[src/rtl/hdmi_timing_sched.sv]
// Video timing generator with a one-per-line, 32-beat data-island scheduler placed in horizontal blanking.
// Outputs lag the counters by one cycle; pkt_ready is high only in island cycles, and a missing beat goes out as zeros.
module hdmi_timing_sched #(
  parameter int unsigned H_ACTIVE = 640,
  parameter int unsigned H_FP     = 16,
  parameter int unsigned H_SYNC   = 96,
  parameter int unsigned H_BP     = 48,
  parameter int unsigned V_ACTIVE = 480,
  parameter int unsigned V_FP     = 10,
  parameter int unsigned V_SYNC   = 2,
  parameter int unsigned V_BP     = 33,
  parameter bit          HS_POL   = 1'b0,
  parameter bit          VS_POL   = 1'b0,
  parameter int unsigned GUARD    = 12
) (
  input  logic        pix_clk,
  input  logic        rst,
  input  logic        enable,
  input  logic        pkt_valid,
  input  logic [11:0] pkt_data,
  output logic        pkt_ready,
  output logic        hsync,
  output logic        vsync,
  output logic        vde,
  output logic        ade,
  output logic [3:0]  aux0_din,
  output logic [3:0]  aux1_din,
  output logic [3:0]  aux2_din,
  output logic [11:0] hcount,
  output logic [10:0] vcount,
  output logic        frame_start,
  output logic        underrun
);
  localparam int unsigned H_TOTAL = H_ACTIVE + H_FP + H_SYNC + H_BP;
  localparam int unsigned V_TOTAL = V_ACTIVE + V_FP + V_SYNC + V_BP;
  localparam logic [11:0] H_LAST   = 12'(H_TOTAL - 1);
  localparam logic [11:0] H_ACT    = 12'(H_ACTIVE);
  localparam logic [11:0] HS_START = 12'(H_ACTIVE + H_FP);
  localparam logic [11:0] HS_END   = 12'(H_ACTIVE + H_FP + H_SYNC);
  localparam logic [11:0] WIN_LO   = 12'(H_ACTIVE + GUARD);
  localparam logic [11:0] WIN_HI   = 12'(H_TOTAL - GUARD - 32);
  localparam logic [10:0] V_LAST   = 11'(V_TOTAL - 1);
  localparam logic [10:0] V_ACT    = 11'(V_ACTIVE);
  localparam logic [10:0] VS_START = 11'(V_ACTIVE + V_FP);
  localparam logic [10:0] VS_END   = 11'(V_ACTIVE + V_FP + V_SYNC);

  typedef enum logic {IDLE = 1'b0, ISLAND = 1'b1} state_t;

  state_t      state, state_nxt;
  logic [4:0]  beat;
  logic        line_used;
  logic        island_go;
  logic [11:0] h_next;
  logic        vde_d, hs_d, vs_d, fs_d;
  logic        in_island;
  logic [9:0]  beat_d;

  // The window test uses the column the first island beat will occupy.
  always_comb begin
    h_next    = (hcount == H_LAST) ? 12'd0 : hcount + 12'd1;
    island_go = enable && pkt_valid && !line_used && (h_next >= WIN_LO) && (h_next <= WIN_HI);
    state_nxt = state;
    case (state)
      IDLE:    if (island_go) state_nxt = ISLAND;
      ISLAND:  if (!enable || beat == 5'd31) state_nxt = IDLE;
      default: state_nxt = IDLE;
    endcase
  end

  always_comb begin
    vde_d     = enable && (hcount < H_ACT) && (vcount < V_ACT);
    hs_d      = (enable && hcount >= HS_START && hcount < HS_END) ? HS_POL : ~HS_POL;
    vs_d      = (enable && vcount >= VS_START && vcount < VS_END) ? VS_POL : ~VS_POL;
    fs_d      = enable && (hcount == 12'd0) && (vcount == 11'd0);
    in_island = enable && (state == ISLAND);
    beat_d    = (in_island && pkt_valid) ? {pkt_data[11:4], pkt_data[3:2]} : 10'd0;
  end

  assign pkt_ready = (state == ISLAND);

  always_ff @(posedge pix_clk or posedge rst) begin
    if (rst) begin
      hcount <= 12'd0;
      vcount <= 11'd0;
    end else if (!enable) begin
      hcount <= 12'd0;
      vcount <= 11'd0;
    end else begin
      hcount <= h_next;
      if (hcount == H_LAST) vcount <= (vcount == V_LAST) ? 11'd0 : vcount + 11'd1;
    end
  end

  always_ff @(posedge pix_clk or posedge rst) begin
    if (rst) begin
      state     <= IDLE;
      beat      <= 5'd0;
      line_used <= 1'b0;
    end else begin
      state <= state_nxt;
      beat  <= (state == ISLAND && state_nxt == ISLAND) ? beat + 5'd1 : 5'd0;
      if (state == IDLE && state_nxt == ISLAND) line_used <= 1'b1;
      else if (hcount == 12'd0)                 line_used <= 1'b0;
    end
  end

  // aux0 low bits always mirror the sync levels registered in the same cycle.
  always_ff @(posedge pix_clk or posedge rst) begin
    if (rst) begin
      vde         <= 1'b0;
      hsync       <= ~HS_POL;
      vsync       <= ~VS_POL;
      frame_start <= 1'b0;
      ade         <= 1'b0;
      aux0_din    <= {2'b00, ~VS_POL, ~HS_POL};
      aux1_din    <= 4'd0;
      aux2_din    <= 4'd0;
      underrun    <= 1'b0;
    end else begin
      vde         <= vde_d;
      hsync       <= hs_d;
      vsync       <= vs_d;
      frame_start <= fs_d;
      ade         <= in_island;
      aux2_din    <= beat_d[9:6];
      aux1_din    <= beat_d[5:2];
      aux0_din    <= {beat_d[1:0], vs_d, hs_d};
      if (in_island && !pkt_valid) underrun <= 1'b1;
    end
  end
endmodule

[config.mk]
export PLATFORM = sky130hd
export DESIGN_NAME = hdmi_timing_sched
export DESIGN_NICKNAME = d
export VERILOG_FILES = /design/src/rtl/hdmi_timing_sched.sv
export SDC_FILE = /design/constraint.sdc
export NUM_CORES = 1
export LEC_CHECK = 0
export ABC_AREA = 0
export BUFFER_PORTS_ARGS = -buffer_cell sky130_fd_sc_hd__buf_4
export CAP_MARGIN = 20
export CORE_AREA = 2 2 87 89
export CTS_CLUSTER_DIAMETER = 30
export DETAILED_ROUTE_END_ITERATION = 8
export DIE_AREA = 0 0 89 91
export GPL_TIMING_DRIVEN = 0
export PLACE_DENSITY_LB_ADDON = 0.2
export SYNTH_ARGS = -nofsm -noshare
export SYNTH_HDL_FRONTEND = slang
export SYNTH_SLANG_ARGS = --single-unit
[constraint.sdc]
create_clock -name pix_clk -period 5.7 [get_ports pix_clk]
set_input_delay 0.285 -clock pix_clk [delete_from_list [all_inputs] [get_ports pix_clk]]
set_output_delay 0.285 -clock pix_clk [all_outputs]
set_load 0.05 [all_outputs]
# Word-level counts from Yosys, hierarchy flattened
# Index checks and enable logic that the tools add are counted.
# op_classes
addsub,3
magnitude_cmp,8
eq_ne,4
n_mux,14
bitwise_logic,1
reduce_logical,24
# ops
operator,n
2-to-1 mux 11 bit,3
"greater-or-equal comparator 12 x 10 -> 1 bit, second input constant",2
"< comparator 12 x 10 -> 1 bit, second input constant",2
2-to-1 mux 12 bit,2
"< comparator 11 x 9 -> 1 bit, second input constant",2
logical AND 1 bit,17
"adder 12 x 1 -> 12 bit, second input constant",1
"== test 12 x 10 -> 1 bit, second input constant",1
"less-or-equal comparator 12 x 10 -> 1 bit, second input constant",1
zero test 12 bit,1
"adder 11 x 1 -> 11 bit, second input constant",1
"== test 11 x 10 -> 1 bit, second input constant",1
"greater-or-equal comparator 11 x 9 -> 1 bit, second input constant",1
zero test 11 bit,1
2-to-1 mux 10 bit,1
2-to-1 mux 1 bit,6
"adder 5 x 1 -> 5 bit, second input constant",1
"== test 5 bit, second input constant",1
2-to-1 mux 5 bit,1
zero test 1 bit,3
"inequality test 2 x 1 -> 1 bit, second input constant",1
case mux 1 bit (2 select lines),1
nonzero test 2 bit,1
logical OR 1 bit,1
inverter 1 bit,1
# totals
ff_bits,48
out_inout_bits,42
word_cells,68

# Longest topological paths before layout
# depth
ltp_word,9
depth_mapped,7
depth_no_buf,6

# Least setup slack after synthesis
# No wires, ideal clock.
# synth_timing
path_kind,register to register
startpoint,reg hcount[0]
endpoint,reg line_used
setup_ps,92
arrival_time_ps,2033
required_ps,5608
setup_slack_ps,3575
stages_incl_launch_ff,8
path_cell_list,dfrtp_1 > ha_1 > and3_1 > buf_2 > a32o_1 > a31oi_1 > nor3_1 > o31ai_2
# synth_via
elab_chain_len,9
# synth_lines
item,line_no,text
"start, declared",29,"output logic [11:0] hcount,"
"start signal, assigned",89,hcount <= h_next;
adder 12 x 1 -> 12 bit or == test 12 x 10 -> 1 bit (tied branches),60,h_next = (hcount == H_LAST) ? 12'd0 : hcount + 12'd1;
2-to-1 mux 12 bit,60,
greater-or-equal comparator 12 x 10 -> 1 bit,61,island_go = enable && pkt_valid && !line_used && (h_next >= WIN_LO) && (h_next <= WIN_HI);
logical AND 1 bit (2 in a row),61,
2-to-1 mux 1 bit,64,IDLE: if (island_go) state_nxt = ISLAND;
case mux 1 bit (2 select lines),63,case (state)
logical AND 1 bit,102,if (state == IDLE && state_nxt == ISLAND) line_used <= 1'b1;
2-to-1 mux 1 bit or nonzero test 2 bit (tied branches),n/a,
"end signal, assigned",98,line_used <= 1'b0;
"end signal, assigned",102,
"end signal, assigned",103,else if (hcount == 12'd0) line_used <= 1'b0;
"end, declared",51,logic line_used;
# Parallel ways exist; a longest one is shown, timed or not.
# A chain may end at the register's enable or synchronous reset.

# Worst setup path in the final report
# layout_timing
startpoint,reg hcount[0]
endpoint,reg vcount[7]
# layout_via
elab_chain_len,2
# layout_lines
item,line_no,text
== test 12 x 10 -> 1 bit,90,if (hcount == H_LAST) vcount <= (vcount == V_LAST) ? 11'd0 : vcount + 11'd1;
inequality test 2 x 1 -> 1 bit (no source line),n/a,
"end signal, assigned",90,
"end, declared",30,"output logic [10:0] vcount,"
# Every way passes these cells.

==> impl_metrics.yaml <==
final_layout:
  layout-drive-gt1-share_pct: 27.24
  finalNetCount: 334
  area_growth_pct: 27.77
  utilization_pct: 43.32
  diodes: 0
  fin_area_mm2: 0.003092
yosys:
  synth.largest_area_cell: "dfrtp_1"
  yosys.area.top_type_share_pct: 45.50
  synth-edff-count: 0
  seq_area_frac_synth_pct: 47.67
  synth-warning-count: 0
  synthCells: 248
  async_flop_share_pct: 100.0
  syn_area_per_cell_um2: 9.757
  synthFlopType: "dfrtp_1"
  syn_area_mm2: 0.002420
  synth_seq_cells: 46
  synth_area_leaders: "dfrtp_1 46%, and2_1 3.9%, nor2_1 3.9%"
  yosysUniqueCellTypes: 52
  syn-num-nets: 271
timing:
  relSlewSlack_pct: 63.45
  setup_viol: 0
  fmax_mhz: 455.4
  finalCriticalPeriod_ps: 2196
  rsz0062_at_grt: "no"
  worst_clock_skew_ps: 5.525
  slew_viol_final: 0
  hold_viol_final: 0
  tightest_slew_ps: 543.3
  period_share_pct: 38.52
  finalSetupTns_ps: 0
die:
  fp-row-count: 31
  die_h_um: 91
  start_util_pct: 33.91
  io_pins: 58
  fp.dieW_um: 89
  coreArea_mm2: 0.007137
  die_area_mm2: 0.008099
worst_setup_path:
  path_cells: "ha_1, and3_1, buf_2, a31oi_2, nor2_1, nand2_1, o21ai_0"
  cp_slowest_stage_delay_ps: 550
  worst_setup_path_end_kind: "register"
  path_max_fanout: 10
  cp.buffers_inverters: 1
  crit_family: "simple AND/OR/NAND/NOR gates"
  cp_slowest_cell: "dfrtp_1"
  cp.depth: 7
  cp.required_ps: 5920
  cp.arrival_ps: 2410
  critPathLaunchType: "register"
  crit_type: "register to register"
  rr_worst_depth: 7
outcome:
  outcome: "complete, no violations"
grt:
  track_usage_pct: 15.24
  grt_overflow: 0
  use_met3_pct: 3.273
  busiest_layer: "met2"
  grt_pass1_vias: 1967
  use_met2_pct: 24.25
  antenna_found_initial: 0
  grt_use_met1_pct: 20.73
  grt_max_degree: 42
  grt_first_pass_wirelength_um: 9804
cts:
  tritoncts: "yes"
  cts_resized: 0
  clkSinkCount: 46
  cts.clk_slew.worst_paths_ps: 90
  clk_latency_ps: 300
  htreeDepth: 2
  cts-root-buf: "clkbuf_8"
  clock_path_buffers: 2
  cts_made_buffers: 5
routing:
  viasPerCell: 4.995
  drc_errors: 0
  drt_wl_total_um: 5932
  num_vias: 2053
  postRouteAntennaNets: 0
  drt_first_pass_iters: 4
  wl_per_cell_um: 14.43
  detail_route.iter0.violations: 68
run:
  maxCapViolations: 0
hold_path:
  hp-class: "primary input to register"
  hold_depth: 2
pwr:
  p_leak_nw: 1.485
  powerDensity_mw_per_mm2: 208.6
  ir_drop_mv: 0.09705
placement:
  place_area_mm2: 0.002969
  gp_congestion: 0.8346
  port_buffers: 54
  hpwl_um: 4258
-- flip-flops by register name, summed over array words and instances, names as in the netlist --
| signal | count |
|---|---|
| hcount | 12 |
| vcount | 11 |
| beat | 5 |
| aux0_din | 4 |
| aux1_din | 4 |
| aux2_din | 4 |
| ade | 1 |
| frame_start | 1 |
| line_used | 1 |
| pkt_ready | 1 |
| underrun | 1 |
| vde | 1 |
-- metal layers --
metal | vias to the layer above | wire (um)
met1 | 993 | 2704
met4 | 0 | 79
met2 | 52 | 2864
met5 | - | 0
li1 | 1000 | -
met3 | 8 | 283
-- Yosys cell counts (all sizes together) (5+ instances only) --
library cell and n:
and2 16, and3 8, buf 12, dfrtp 44
ha 7, inv 10, nand2 19, nand3 11
nand4 7, nor2 25, nor3 7, nor4 5
o21ai 17, xnor2 7, xor2 5
-- power breakdown --
group | leakage [nW] | switching, W | internal, W
Clock | 0.0585 | 0.000118 | 0.000132
Combinational | 0.797 | 0.0000391 | 0.0000214
Sequential | 0.629 | 0.00000528 | 0.000330
-- metrics by stage --
step,instances,total power (W),hold slack (ps),setup slack (ps)
after floorplan,248,0.0003778,382.7,3575
after global placement,401,0.0003999,451.1,3522
after detailed placement,402,0.0004019,189.3,3543
after CTS,411,0.0006539,172.9,3538
after global routing,411,0.0006743,169.6,3339
final,411,0.0006451,175.8,3504
-- placed cells by master, fill, tap and decap left out, types with 4 or more instances in the layout --
master / synthesis / layout
ha_1: 7 / 7
nand2_1: 19 / 19
and4_1: 4 / 4
nor4_1: 4 / 4
and3_1: 8 / 8
xor2_1: 5 / 5
nand3_1: 11 / 11
nor3_1: 7 / 7
inv_1: 10 / 9
xnor2_1: 7 / 7
buf_4: 4 / 58
nor2_1: 25 / 25
nand4_1: 7 / 7
clkbuf_8: 0 / 5
buf_2: 6 / 6
dfrtp_1: 44 / 44
o21ai_0: 16 / 16
and2_1: 15 / 15
-- worst paths after layout --
| check | start | end | slack [ps] |
|---|---|---|---|
| max in group asynchronous | rst | aux0_din[0] | 4780 |
| hold reg to reg | beat[0] | beat[0] | 470 |
| hold / removal | pkt_valid | underrun | 180 |
| min in group asynchronous | rst | aux1_din[2] | 420 |
| setup reg to reg | hcount[0] | vcount[7] | 3500 |
| setup / recovery | hcount[0] | vcount[7] | 3500 |
-- what timing repair did --
item                                   in CTS  in global routing
setup endpoints to repair                   0                  0
endpoints found under the hold margin       5                  0
setup buffers                               0                  0
hold buffers                                1                  0
-- cell type report --
type,count,area [um^2]
clock inverters,3,43.79
repair buffers,56,435.4
plain buffers,14,91.34
fillers,732,4045
multi-input cells,178,1137
inverters,10,37.54
well taps,99,123.9
flip-flops and latches,46,1154
clock buffers,5,68.82
-- cells by family after synthesis --
family          after synthesis  synth area share [%]
compound gates               42                 11.69
xor+xnor                     12                 4.343
fa+ha+maj                     7                 3.619
buf+inv                      24                 5.326
flops                        46                 47.67
mux                           1                0.4137
simple gates                116                 26.94
Note: power is estimated with default switching activity, not from simulation.
